==> src/rtl/inv_s_box_serial_if.sv <==
// Handshake bundle for the nibble-serial inverse S-box: word input
// channel and result output channel, each with valid/ready.
interface inv_s_box_serial_if #(
   parameter int NIBBLES = 16
);
   logic                   in_valid;
   logic                   in_ready;
   logic [4*NIBBLES-1:0]   in_data;
   logic                   out_valid;
   logic                   out_ready;
   logic [4*NIBBLES-1:0]   out_data;

   // The substitution engine sits on this side
   modport slave (
      input  in_valid,
      input  in_data,
      input  out_ready,
      output in_ready,
      output out_valid,
      output out_data
   );

   // Upstream source / downstream sink sits on this side
   modport master (
      output in_valid,
      output in_data,
      output out_ready,
      input  in_ready,
      input  out_valid,
      input  out_data
   );
endinterface

==> src/rtl/inv_s_box_serial.sv <==
// Nibble-serial inverse substitution engine. A state word is loaded into a
// shift register, then rotated right one nibble per clock while the nibble
// leaving the bottom passes through a single shared inverse S-box. After
// NIBBLES rotations every nibble is substituted and back in place.
module inv_s_box_serial #(
   parameter int NIBBLES = 16
) (
   input  logic                 clk,
   input  logic                 rst,
   inv_s_box_serial_if.slave    bus,
   output logic                 busy
);
   localparam int W  = 4 * NIBBLES;
   localparam int CW = (NIBBLES > 1) ? $clog2(NIBBLES) : 1;
   localparam logic [CW-1:0] LAST = CW'(NIBBLES - 1);

   typedef enum logic [1:0] {
      IDLE = 2'd0,
      RUN  = 2'd1,
      DONE = 2'd2
   } state_t;

   state_t          state_q, state_d;
   logic [W-1:0]    sreg_q,  sreg_d;
   logic [CW-1:0]   cnt_q,   cnt_d;
   logic [3:0]      subNib;

   // Single shared inverse S-box applied to the nibble leaving the bottom
   always_comb begin
      subNib = 4'h0;
      case (sreg_q[3:0])
         4'h0: subNib = 4'hA;
         4'h1: subNib = 4'h3;
         4'h2: subNib = 4'h9;
         4'h3: subNib = 4'hE;
         4'h4: subNib = 4'h1;
         4'h5: subNib = 4'hD;
         4'h6: subNib = 4'hF;
         4'h7: subNib = 4'h4;
         4'h8: subNib = 4'hC;
         4'h9: subNib = 4'h5;
         4'hA: subNib = 4'h7;
         4'hB: subNib = 4'h2;
         4'hC: subNib = 4'h6;
         4'hD: subNib = 4'h8;
         4'hE: subNib = 4'h0;
         4'hF: subNib = 4'hB;
         default: subNib = 4'h0;
      endcase
   end

   // Next-state logic: load in IDLE, rotate-and-substitute in RUN,
   // hold the finished word in DONE until the sink takes it
   always_comb begin
      state_d = state_q;
      sreg_d  = sreg_q;
      cnt_d   = cnt_q;
      case (state_q)
         IDLE: begin
            if (bus.in_valid) begin
               sreg_d  = bus.in_data;
               cnt_d   = '0;
               state_d = RUN;
            end
         end
         RUN: begin
            sreg_d = {subNib, sreg_q[W-1:4]};
            if (cnt_q == LAST) begin
               state_d = DONE;
            end else begin
               cnt_d = cnt_q + 1'b1;
            end
         end
         DONE: begin
            if (bus.out_ready) begin
               state_d = IDLE;
            end
         end
         default: begin
            state_d = IDLE;
         end
      endcase
   end

   // State, shift register and counter; reset wins over any handshake
   always_ff @(posedge clk) begin
      if (rst) begin
         state_q <= IDLE;
         sreg_q  <= '0;
         cnt_q   <= '0;
      end else begin
         state_q <= state_d;
         sreg_q  <= sreg_d;
         cnt_q   <= cnt_d;
      end
   end

   assign bus.in_ready  = (state_q == IDLE);
   assign bus.out_valid = (state_q == DONE);
   assign bus.out_data  = sreg_q;
   assign busy          = (state_q != IDLE);

endmodule

==> src/flat_wrapper.sv <==
// flat-port wrapper written by rule: the top's interface ports become plain ports
module inv_s_box_serial_flat 
#(
   parameter int NIBBLES = 16
)
  (clk, rst, busy, bus_in_valid, bus_in_data, bus_out_ready, bus_in_ready, bus_out_valid, bus_out_data);
  inv_s_box_serial_if #(.NIBBLES(NIBBLES)) bus_i ();
  input  logic clk;
  input  logic rst;
  output logic busy;
  input wire logic [$bits(bus_i.in_valid)-1:0] bus_in_valid;
  input wire logic [$bits(bus_i.in_data)-1:0] bus_in_data;
  input wire logic [$bits(bus_i.out_ready)-1:0] bus_out_ready;
  output wire logic [$bits(bus_i.in_ready)-1:0] bus_in_ready;
  output wire logic [$bits(bus_i.out_valid)-1:0] bus_out_valid;
  output wire logic [$bits(bus_i.out_data)-1:0] bus_out_data;
  assign bus_i.in_valid = bus_in_valid;
  assign bus_i.in_data = bus_in_data;
  assign bus_i.out_ready = bus_out_ready;
  assign bus_in_ready = bus_i.in_ready;
  assign bus_out_valid = bus_i.out_valid;
  assign bus_out_data = bus_i.out_data;
  inv_s_box_serial #(.NIBBLES(NIBBLES)) u_core (.clk(clk), .rst(rst), .bus(bus_i), .busy(busy));
endmodule
==> config.mk <==
export PLATFORM = sky130hd
export DESIGN_NAME = inv_s_box_serial_flat
export DESIGN_NICKNAME = d
export VERILOG_FILES = /design/src/rtl/inv_s_box_serial_if.sv /design/src/rtl/inv_s_box_serial.sv /design/src/flat_wrapper.sv
export SDC_FILE = /design/constraint.sdc
export NUM_CORES = 1
export LEC_CHECK = 0
export ABC_CLOCK_PERIOD_IN_PS = 6000
export CAP_MARGIN = 20
export CORE_ASPECT_RATIO = 0.6
export CORE_UTILIZATION = 47
export DETAILED_ROUTE_END_ITERATION = 8
export PLACE_DENSITY = 0.86
export SYNTH_ARGS = -nofsm -noshare
export SYNTH_HDL_FRONTEND = slang
export SYNTH_SLANG_ARGS = --single-unit
==> constraint.sdc <==
create_clock -name clk -period 6 [get_ports clk]
set_input_delay 1.5 -clock clk [delete_from_list [all_inputs] [get_ports clk]]
set_output_delay 1.5 -clock clk [all_outputs]
set_load 0.03 [all_outputs]
## Word-level counts from Yosys, hierarchy flattened

Memory sizes are Yosys's and may differ from the RTL's. A register that Yosys moved wholly into a read port is not among the register bits.
Index checks and enable logic that the tools add are counted.
W data, S select, Z words.

- Bits of input ports: 68
- ROM bits: 64
- Register bits after elaboration: 70
- Memories: 1
- Output and inout bits: 67

Memory list:

| name | words | bits a word | read ports | clocked after Yosys merged registers in | wr ports | RTL line | text |
|---|---|---|---|---|---|---|---|
| (name not given) | 16 | 4 | 1 | 1 | 0 | inv_s_box_serial.sv:31 | `case (sreg_q[3:0])` |

- Reductions and logical operators: 6
- Add/subtract/negate cells: 1
- Mux-type cells: 11
- Equal/unequal tests: 7

Operators with widths:

| cell | count |
|---|---|
| $pmux W64 S2 | 1 |
| $mux W64 | 1 |
| $mux W4 | 4 |
| $pmux W4 S2 | 1 |
| $mux W2 | 3 |
| $ne A2 B2 Y1 const B | 3 |
| $pmux W2 S3 | 1 |
| $reduce_and A3 Y1 | 2 |
| $add A4 B1 Y4 const B | 1 |
| $eq A4 B4 Y1 const B | 1 |
| $reduce_bool A2 Y1 | 2 |
| $eq A2 B1 Y1 const B | 1 |
| $eq A2 B2 Y1 const B | 1 |
| $logic_not A2 Y1 | 1 |
| $ne A2 B1 Y1 const B | 1 |
| $reduce_and A2 Y1 | 1 |

## Logic depth before layout (Yosys ltp)

Gate-level depths: netlist (run 1).

- Depth in word-level cells: 5
- Gate-level depth with buffers: 8
- Mapped depth without buffers: 7

## Worst setup path before layout (run 1)

No wires, ideal clock.

- Kind: input to register
- Start point: in bus_in_valid
- End point: reg, netlist name u_core.subNib[1]
- Cell stages on the path: 7
- Required time: 5.866 ns
- Data arrival time: 3.229 ns
- Setup slack: 2.637 ns
- Path through: o21ba_2 -> buf_2 -> a211oi_1 -> inv_1 -> ha_1 -> inv_1 -> mux4_2

- Word-level cells in the longest chain between the ends: 4

RTL lines:

| what | RTL line | text |
|---|---|---|
| start, declared | flat_wrapper.sv:11 | `input wire logic [$bits(bus_i.in_valid)-1:0] bus_in_valid;` |
| $ne A2 B2 Y1 (no source line) | - |  |
| $reduce_and A2 Y1 (no source line) | - |  |
| $mux W4 (no source line) (2 in series) | - |  |

Every way passes these cells.
A chain may end at the register's enable or synchronous reset.

## Worst setup path after layout (run 1)

- Start point: in bus_in_valid
- End point: reg, netlist name u_core.subNib[1]

- Word-level cells in the longest chain between the ends: 4

RTL lines:

| what |
|---|
| $ne A2 B2 Y1 (no source line) |
| $reduce_and A2 Y1 (no source line) |
| $mux W4 (no source line) (2 in series) |

Every way passes these cells.

==> results.txt, run 1 <==
Pin count of the biggest net entering global routing -> 105
Clock power frac -> 40.7%
Critical path class -> input pin to register
Least-Margin Pin Slew -> 0.939 ns
Switching Share -> 27.3%
Hold buffers post-CTS -> 0
Final Wtd Congestion -> 0.850
Max Used Layer -> met4
Combinational fraction of design power -> 22.0%
Most used DFF post-synth -> dfxtp_1
Layout area overhead -> 50.8%
Num CTS Buffers -> 9
Clk sink count -> 74
Commonest non-fill, non-tap cell in the layout -> clkdlybuf4s50_1
Clock transition at the registers of the reported paths -> 0.06 ns
Pwr Total -> 1.54 mW
# Max-Cap Violations -> 0
Vias in the first global route -> 3129
Flop pwr share -> 37.4%
Hold Path Depth -> 2
Total GRT Usage -> 26.5%
Internal Power -> 1.12 mW
DR WL met2 -> 4460 µm
Dpl hpwl -> 6510 µm
Layout cell share with drive strength beyond 1 -> 5.27%
Drt first pass iters -> 5
Ys Warns -> 0
R2R depth -> 7
Max Fclk -> 236 MHz
Leak Pwr -> 1.97 nW
Pwr/cell area -> 306 nW/µm²
First-pass GRT wire length -> 15600 µm
Initial core utilization -> 49.2%
Tightest hold margin -> 0.470 ns
Fillers -> 532
Hold path start -> u_core.subNib[0]
Slew Limit Fails -> 0
Status -> complete, no violations
Most frequent cells in the layout -> clkdlybuf4s50_1, nand2_1, dfxtp_1, nor2_1, a311oi_1
Post-CTS setup buffers -> 0
Min-Delay Endpoint -> u_core.bus.out_data[60]
Die W -> 111 µm
Setup crit start kind -> input pin
Syn avg cell area -> 8.02 µm²
CP required -> 6.20 ns
Synth Register Bits -> 74
Clock Tree Buf Depth -> 2
GRT Residual Overflow -> 0
Final instance area -> 5020 µm²
Final Hold Viols -> 0
CP Max Fanout -> 28
Sequential element share of the synthesized area -> 44.5%
Placed Area -> 4650 µm²
H-tree levels -> 3
Crit path DAT -> 4.44 ns
Psw -> 0.420 mW
Met3 wire length -> 726 µm
VDD IR max -> 171 µV
Avg WL per Cell -> 15.8 µm
Reg2Reg Capture Point -> u_core.subNib[1]
Post-synth EDFFs -> 0
Final wirelength -> 9770 µm
Netlist cell types -> 30
# rows -> 23
Initial antenna violation count -> 0
Total Neg Setup Slack -> 0 ns
DRC -> 0
Die area -> 7440 µm²
Final period utilization -> 70.7%
Syn nets -> 491
Final nets -> 602
Synthesized cell area -> 3330 µm²
CP Capture Type -> register
# diodes -> 0
Clk_skew -> 0.00638 ns
Drt initial violations -> 250
Hold Crit Class -> register to register
Cell count after synthesis -> 415
Unrepaired setup endpoints after global routing -> no
Worst reg-to-reg setup slack -> 2.82 ns
Ports -> 135
Final setup viols -> 0
Vias -> 3398
Root buffer cell -> clkbuf_16
Port buffer count -> 134
Worst r2r src -> u_core.state_q[0]
Slew HR -> 37.4%
Post-route ant nets -> 0
CTS tree -> done
Vias/cell -> 5.50
Fin crit period -> 4.24 ns
Met1 WL -> 4490 µm
Die H -> 67.2 µm
Post_cts resized -> 0
FFs w/ async S/R, synth -> 0%
Core ar. -> 6760 µm²
Worst-Skew Late Latency -> 0.33 ns
==> Yosys cell counts (2+ instances only) <==
| library cell | number | area [µm²] |
|---|---|---|
| mux4_2 | 3 | 67.6 |
| ha_1 | 8 | 100 |
| buf_2 | 9 | 45.0 |
| a311oi_1 | 60 | 526 |
| buf_1 | 5 | 18.8 |
| mux2i_1 | 4 | 40.0 |
| nor2b_1 | 2 | 12.5 |
| dfxtp_1 | 74 | 1480 |
| nand4_1 | 2 | 12.5 |
| nor2_1 | 68 | 255 |
| a21oi_1 | 4 | 20.0 |
| clkbuf_1 | 23 | 86.3 |
| nand2_1 | 122 | 458 |
| a211oi_1 | 6 | 45.0 |
| inv_1 | 10 | 37.5 |
==> worst max-delay path, stage by stage <==
cell	delay, ns
clkdlybuf4s50_1	0.56
o21ba_4	0.36
nor2_1	0.10
a211oi_1	0.75
inv_1	0.22
ha_1	0.40
inv_1	0.08
mux4_2	0.46
==> how the worst max path moves through the flow <==
| stage | start | slack (ns) | end | cells after the start |
|---|---|---|---|---|
| floorplan | bus_in_valid | 2.64 | u_core.subNib[1] | 7 |
| global placement | bus_in_valid | 1.71 | u_core.subNib[3] | 5 |
| detailed placement | bus_in_valid | 1.60 | u_core.subNib[1] | 8 |
| CTS | bus_in_valid | 1.84 | u_core.subNib[1] | 8 |
| global route | bus_in_valid | 1.61 | u_core.subNib[1] | 8 |
| finish | bus_in_valid | 1.76 | u_core.subNib[1] | 8 |
==> layout make-up <==
| class | instances | area [µm²] | share of cell area [%] |
|---|---|---|---|
| Timing Repair Buffer | 138 | 1380 | 27.5 |
| Multi-Input combinational cell | 293 | 1660 | 33.1 |
| Clock buffer | 12 | 256 | 5.11 |
| Tap cell | 87 | 109 | 2.17 |
| Clock inverter | 4 | 97.6 | 1.94 |
| Sequential cell | 74 | 1480 | 29.5 |
| Inverter | 10 | 37.5 | 0.748 |
==> power groups by stage <==
stage	Sequential (mW)	Combinational, mW	Clock, mW
6_report	0.574	0.338	0.625
3_5_place_dp	0.583	0.333	0
3_3_place_gp	0.583	0.325	0
4_1_cts	0.574	0.337	0.633
5_1_grt	0.580	0.362	0.651
2_1_floorplan	0.649	0.119	0
==> cell families after synthesis <==
family,Yosys count,synth area share (%)
xor+xnor,2,0.526
fa+ha+maj,8,3.01
simple gates,201,23.7
flops,74,44.5
buf+inv,48,5.98
mux,7,3.23
compound gates,75,19.1
==> sequential cells by signal, indices dropped and copies added (netlist names) <==
| name | cells |
|---|---|
| u_core.bus.out_data | 64 |
| u_core.cnt_q | 4 |
| u_core.subNib | 4 |
| u_core.state_q | 2 |
==> per-stage QoR <==
stage | instances | utilization, % | worst slack [ns]
global route | 618 | 74.2 | 1.61
finish | 618 | 74.2 | 1.76
detailed placement | 601 | 68.7 | 1.60
floorplan | 415 | - | 2.64
CTS | 617 | 73.9 | 1.84
global placement | 601 | 68.7 | 1.71
==> layer usage <==
layer / vias up / GRT usage [%]
li1: 1663 / -
met1: 1586 / 35.7
met3: 12 / 7.90
met5: - / 0
met2: 137 / 42.3
met4: 0 / 6.67
(Power assumes the default switching activity.)
==> run 2, diff against run 1 <==
--- a/config.mk
+++ b/config.mk
@@ -5,12 +5,12 @@
 export SDC_FILE = /design/constraint.sdc
 export NUM_CORES = 1
 export LEC_CHECK = 0
-export ABC_CLOCK_PERIOD_IN_PS = 6000
+export ABC_CLOCK_PERIOD_IN_PS = 4000
 export CAP_MARGIN = 20
 export CORE_ASPECT_RATIO = 0.6
-export CORE_UTILIZATION = 47
+export CORE_UTILIZATION = 43
 export DETAILED_ROUTE_END_ITERATION = 8
-export PLACE_DENSITY = 0.86
+export PLACE_DENSITY = 0.8
 export SYNTH_ARGS = -nofsm -noshare
 export SYNTH_HDL_FRONTEND = slang
 export SYNTH_SLANG_ARGS = --single-unit
==> constraint.sdc (replaced) <==
create_clock -name clk -period 4 [get_ports clk]
set_input_delay 1 -clock clk [delete_from_list [all_inputs] [get_ports clk]]
set_output_delay 1 -clock clk [all_outputs]
set_load 0.03 [all_outputs]
==> run 2 against run 1 <==
Non-clock buffer count is 3 higher. Combinational power is 49% higher. Count of clock-buffer cells in the layout is 2 lower. Total power is 47% higher. Setup slack worse by 0.88 ns. Clock power is 44% higher. Die area is 9.1% higher. Sequential power is 50% higher. Wire length is 2.5% lower. First-iteration DRC count is 12% higher. Final area is 0.45% higher. Highest routed layer unchanged.
==> results.txt, run 2 (synthesized netlist as in run 1, its figures left out) <==
Initial antenna violation count -> 0 (unchanged)
Clock Tree Buf Depth -> 2 (unchanged)
Pwr/cell area -> 450 nW/µm² (was 306 nW/µm²)
Total Neg Setup Slack -> 0 ns (unchanged)
GRT Residual Overflow -> 0 (unchanged)
Initial core utilization -> 45.1% (was 49.2%)
Final nets -> 605 (was 602)
CP Max Fanout -> 80 (was 28)
Status -> complete, no violations (unchanged)
Pwr Total -> 2.27 mW (was 1.54 mW)
CP Capture Point -> u_core.subNib[2] (was u_core.subNib[1])
Leak Pwr -> 1.98 nW (was 1.97 nW)
Most frequent cells in the layout -> clkdlybuf4s50_1, nand2_1, dfxtp_1, nor2_1, a311oi_1 (unchanged)
Unrepaired setup endpoints after global routing -> no (unchanged)
Post_cts resized -> 0 (unchanged)
Clock transition at the registers of the reported paths -> 0.05 ns (was 0.06 ns)
Die area -> 8110 µm² (was 7440 µm²)
Slew Limit Fails -> 0 (unchanged)
Vias in the first global route -> 3151 (was 3129)
Layout area overhead -> 51.4% (was 50.8%)
Avg WL per Cell -> 15.0 µm (was 15.8 µm)
Vias -> 3348 (was 3398)
Post-CTS setup buffers -> 0 (unchanged)
Die W -> 116 µm (was 111 µm)
H-tree levels -> 3 (unchanged)
Cells along the critical path -> clkdlybuf4s50_1 > o21ba_4 > buf_4 > o2111a_1 > mux4_2 (was clkdlybuf4s50_1 > o21ba_4 > nor2_1 > a211oi_1 > inv_1 > ha_1 > inv_1 > mux4_2)
Crit path DAT -> 3.32 ns (was 4.44 ns)
Worst reg-to-reg setup slack -> 1.42 ns (was 2.82 ns)
CTS tree -> done (unchanged)
Clk_skew -> 0.00708 ns (was 0.00638 ns)
Reg2Reg Capture Point -> u_core.subNib[2] (was u_core.subNib[1])
Clk sink count -> 74 (unchanged)
Hold buffers post-CTS -> 0 (unchanged)
R2R depth -> 4 (was 7)
Root buffer cell -> clkbuf_16 (unchanged)
Num CTS Buffers -> 9 (unchanged)
Final setup viols -> 0 (unchanged)
Dpl hpwl -> 6410 µm (was 6510 µm)
Worst setup path startpoint -> bus_in_valid (unchanged)
Slowest cell on crit path -> buf_4 (was a211oi_1)
# rows -> 24 (was 23)
Port buffer count -> 134 (unchanged)
VDD IR max -> 294 µV (was 171 µV)
Final Hold Viols -> 0 (unchanged)
Drt initial violations -> 281 (was 250)
Pin count of the biggest net entering global routing -> 81 (was 105)
CP Capture Type -> register (unchanged)
Max Fclk -> 320 MHz
Final wirelength -> 9530 µm (was 9770 µm)
Ports -> 135 (unchanged)
Final period utilization -> 78.2%
Vias/cell -> 5.26 (was 5.50)
Critical path class -> input pin to register (unchanged)
Final Wtd Congestion -> 0.861 (was 0.850)
Commonest non-fill, non-tap cell in the layout -> clkdlybuf4s50_1 (unchanged)
CP required -> 4.19 ns (was 6.20 ns)
Worst r2r src -> u_core.state_q[0] (unchanged)
Hold Crit Class -> register to register (unchanged)
Worst-Skew Late Latency -> 0.32 ns (was 0.33 ns)
Die H -> 70.2 µm (was 67.2 µm)
Layout cell share with drive strength beyond 1 -> 5.63% (was 5.27%)
# diodes -> 0 (unchanged)
Drt first pass iters -> 4 (was 5)
CP peak stage delay -> 0.59 ns (was 0.75 ns)
Max FFs per register -> 64 (unchanged)
Slew HR -> 49.4% (was 37.4%)
Fillers -> 636 (was 532)
Least-Margin Pin Slew -> 0.760 ns (was 0.939 ns)
Post-route ant nets -> 0 (unchanged)
Fin crit period -> 3.13 ns
# Max-Cap Violations -> 0 (unchanged)
Core ar. -> 7390 µm² (was 6760 µm²)
Total GRT Usage -> 23.8% (was 26.5%)
First-pass GRT wire length -> 15100 µm (was 15600 µm)
Setup crit start kind -> input pin (unchanged)
DRC -> 0 (unchanged)
run 2: changes by cell type in the layout (fill, tap and decap cells not counted), sizes merged:
cell | previous run | this run
clkinvlp | 1 | 0
clkbuf | 12 | 10
buf | 5 | 8
clkinv | 0 | 2
run 2: worst min path at each step:
stage               slack, ns              from  cells past startpoint                 endpoint
CTS                      0.49  u_core.subNib[3]                      2  u_core.bus.out_data[63]
finish                   0.48  u_core.subNib[3]                      2  u_core.bus.out_data[63]
floorplan                0.44  u_core.subNib[0]                      2  u_core.bus.out_data[60]
global route             0.50  u_core.subNib[3]                      2  u_core.bus.out_data[63]
detailed placement       0.46  u_core.subNib[3]                      2  u_core.bus.out_data[63]
global placement         0.46   u_core.cnt_q[1]                      2          u_core.cnt_q[1]
run 2: final cells by class:
| class | instances | area (µm²) | share of cell area (%) |
|---|---|---|---|
| tap | 104 | 130 | 2.58 |
| clock buffer | 10 | 229 | 4.54 |
| inverter | 10 | 37.5 | 0.744 |
| timing repair buffer | 141 | 1400 | 27.8 |
| multi-input combinational | 293 | 1660 | 32.9 |
| clock inverter | 5 | 104 | 2.06 |
| sequential | 74 | 1480 | 29.4 |
run 2: worst max-delay path: cells and delay by family:
family | cells | cell delay [ns]
buffers and inverters | 2 | 1.14
AO/OA/AOI/OAI | 2 | 0.62
multiplexers | 1 | 0.54
run 2: metal layers:
metal	vias up	GRT usage, %	share of wire, %
li1	1672	-	-
met1	1545	33.0	47
met2	123	37.3	45
met3	8	5.21	7.3
met4	0	6.35	0.62
met5	-	0	0
run 2: through the flow:
| stage | cells | cell area [µm²] | hold WS, ns | setup slack, ns | util (%) |
|---|---|---|---|---|---|
| 2_1_floorplan | 415 | 3330 | 0.441 | 1.14 | - |
| 3_3_place_gp | 621 | 4690 | 0.461 | 0.589 | 63.5 |
| 3_5_place_dp | 621 | 4690 | 0.462 | 0.527 | 63.5 |
| 4_1_cts | 636 | 5020 | 0.488 | 0.870 | 68.0 |
| 5_1_grt | 637 | 5040 | 0.501 | 0.742 | 68.3 |
| 6_report | 637 | 5040 | 0.480 | 0.873 | 68.3 |
run 2: where the power goes:
group | leakage (nW) | internal (mW) | switching [mW]
Clock | 0.163 | 0.606 | 0.295
Sequential | 0.614 | 0.806 | 0.0551
Combinational | 1.20 | 0.229 | 0.276
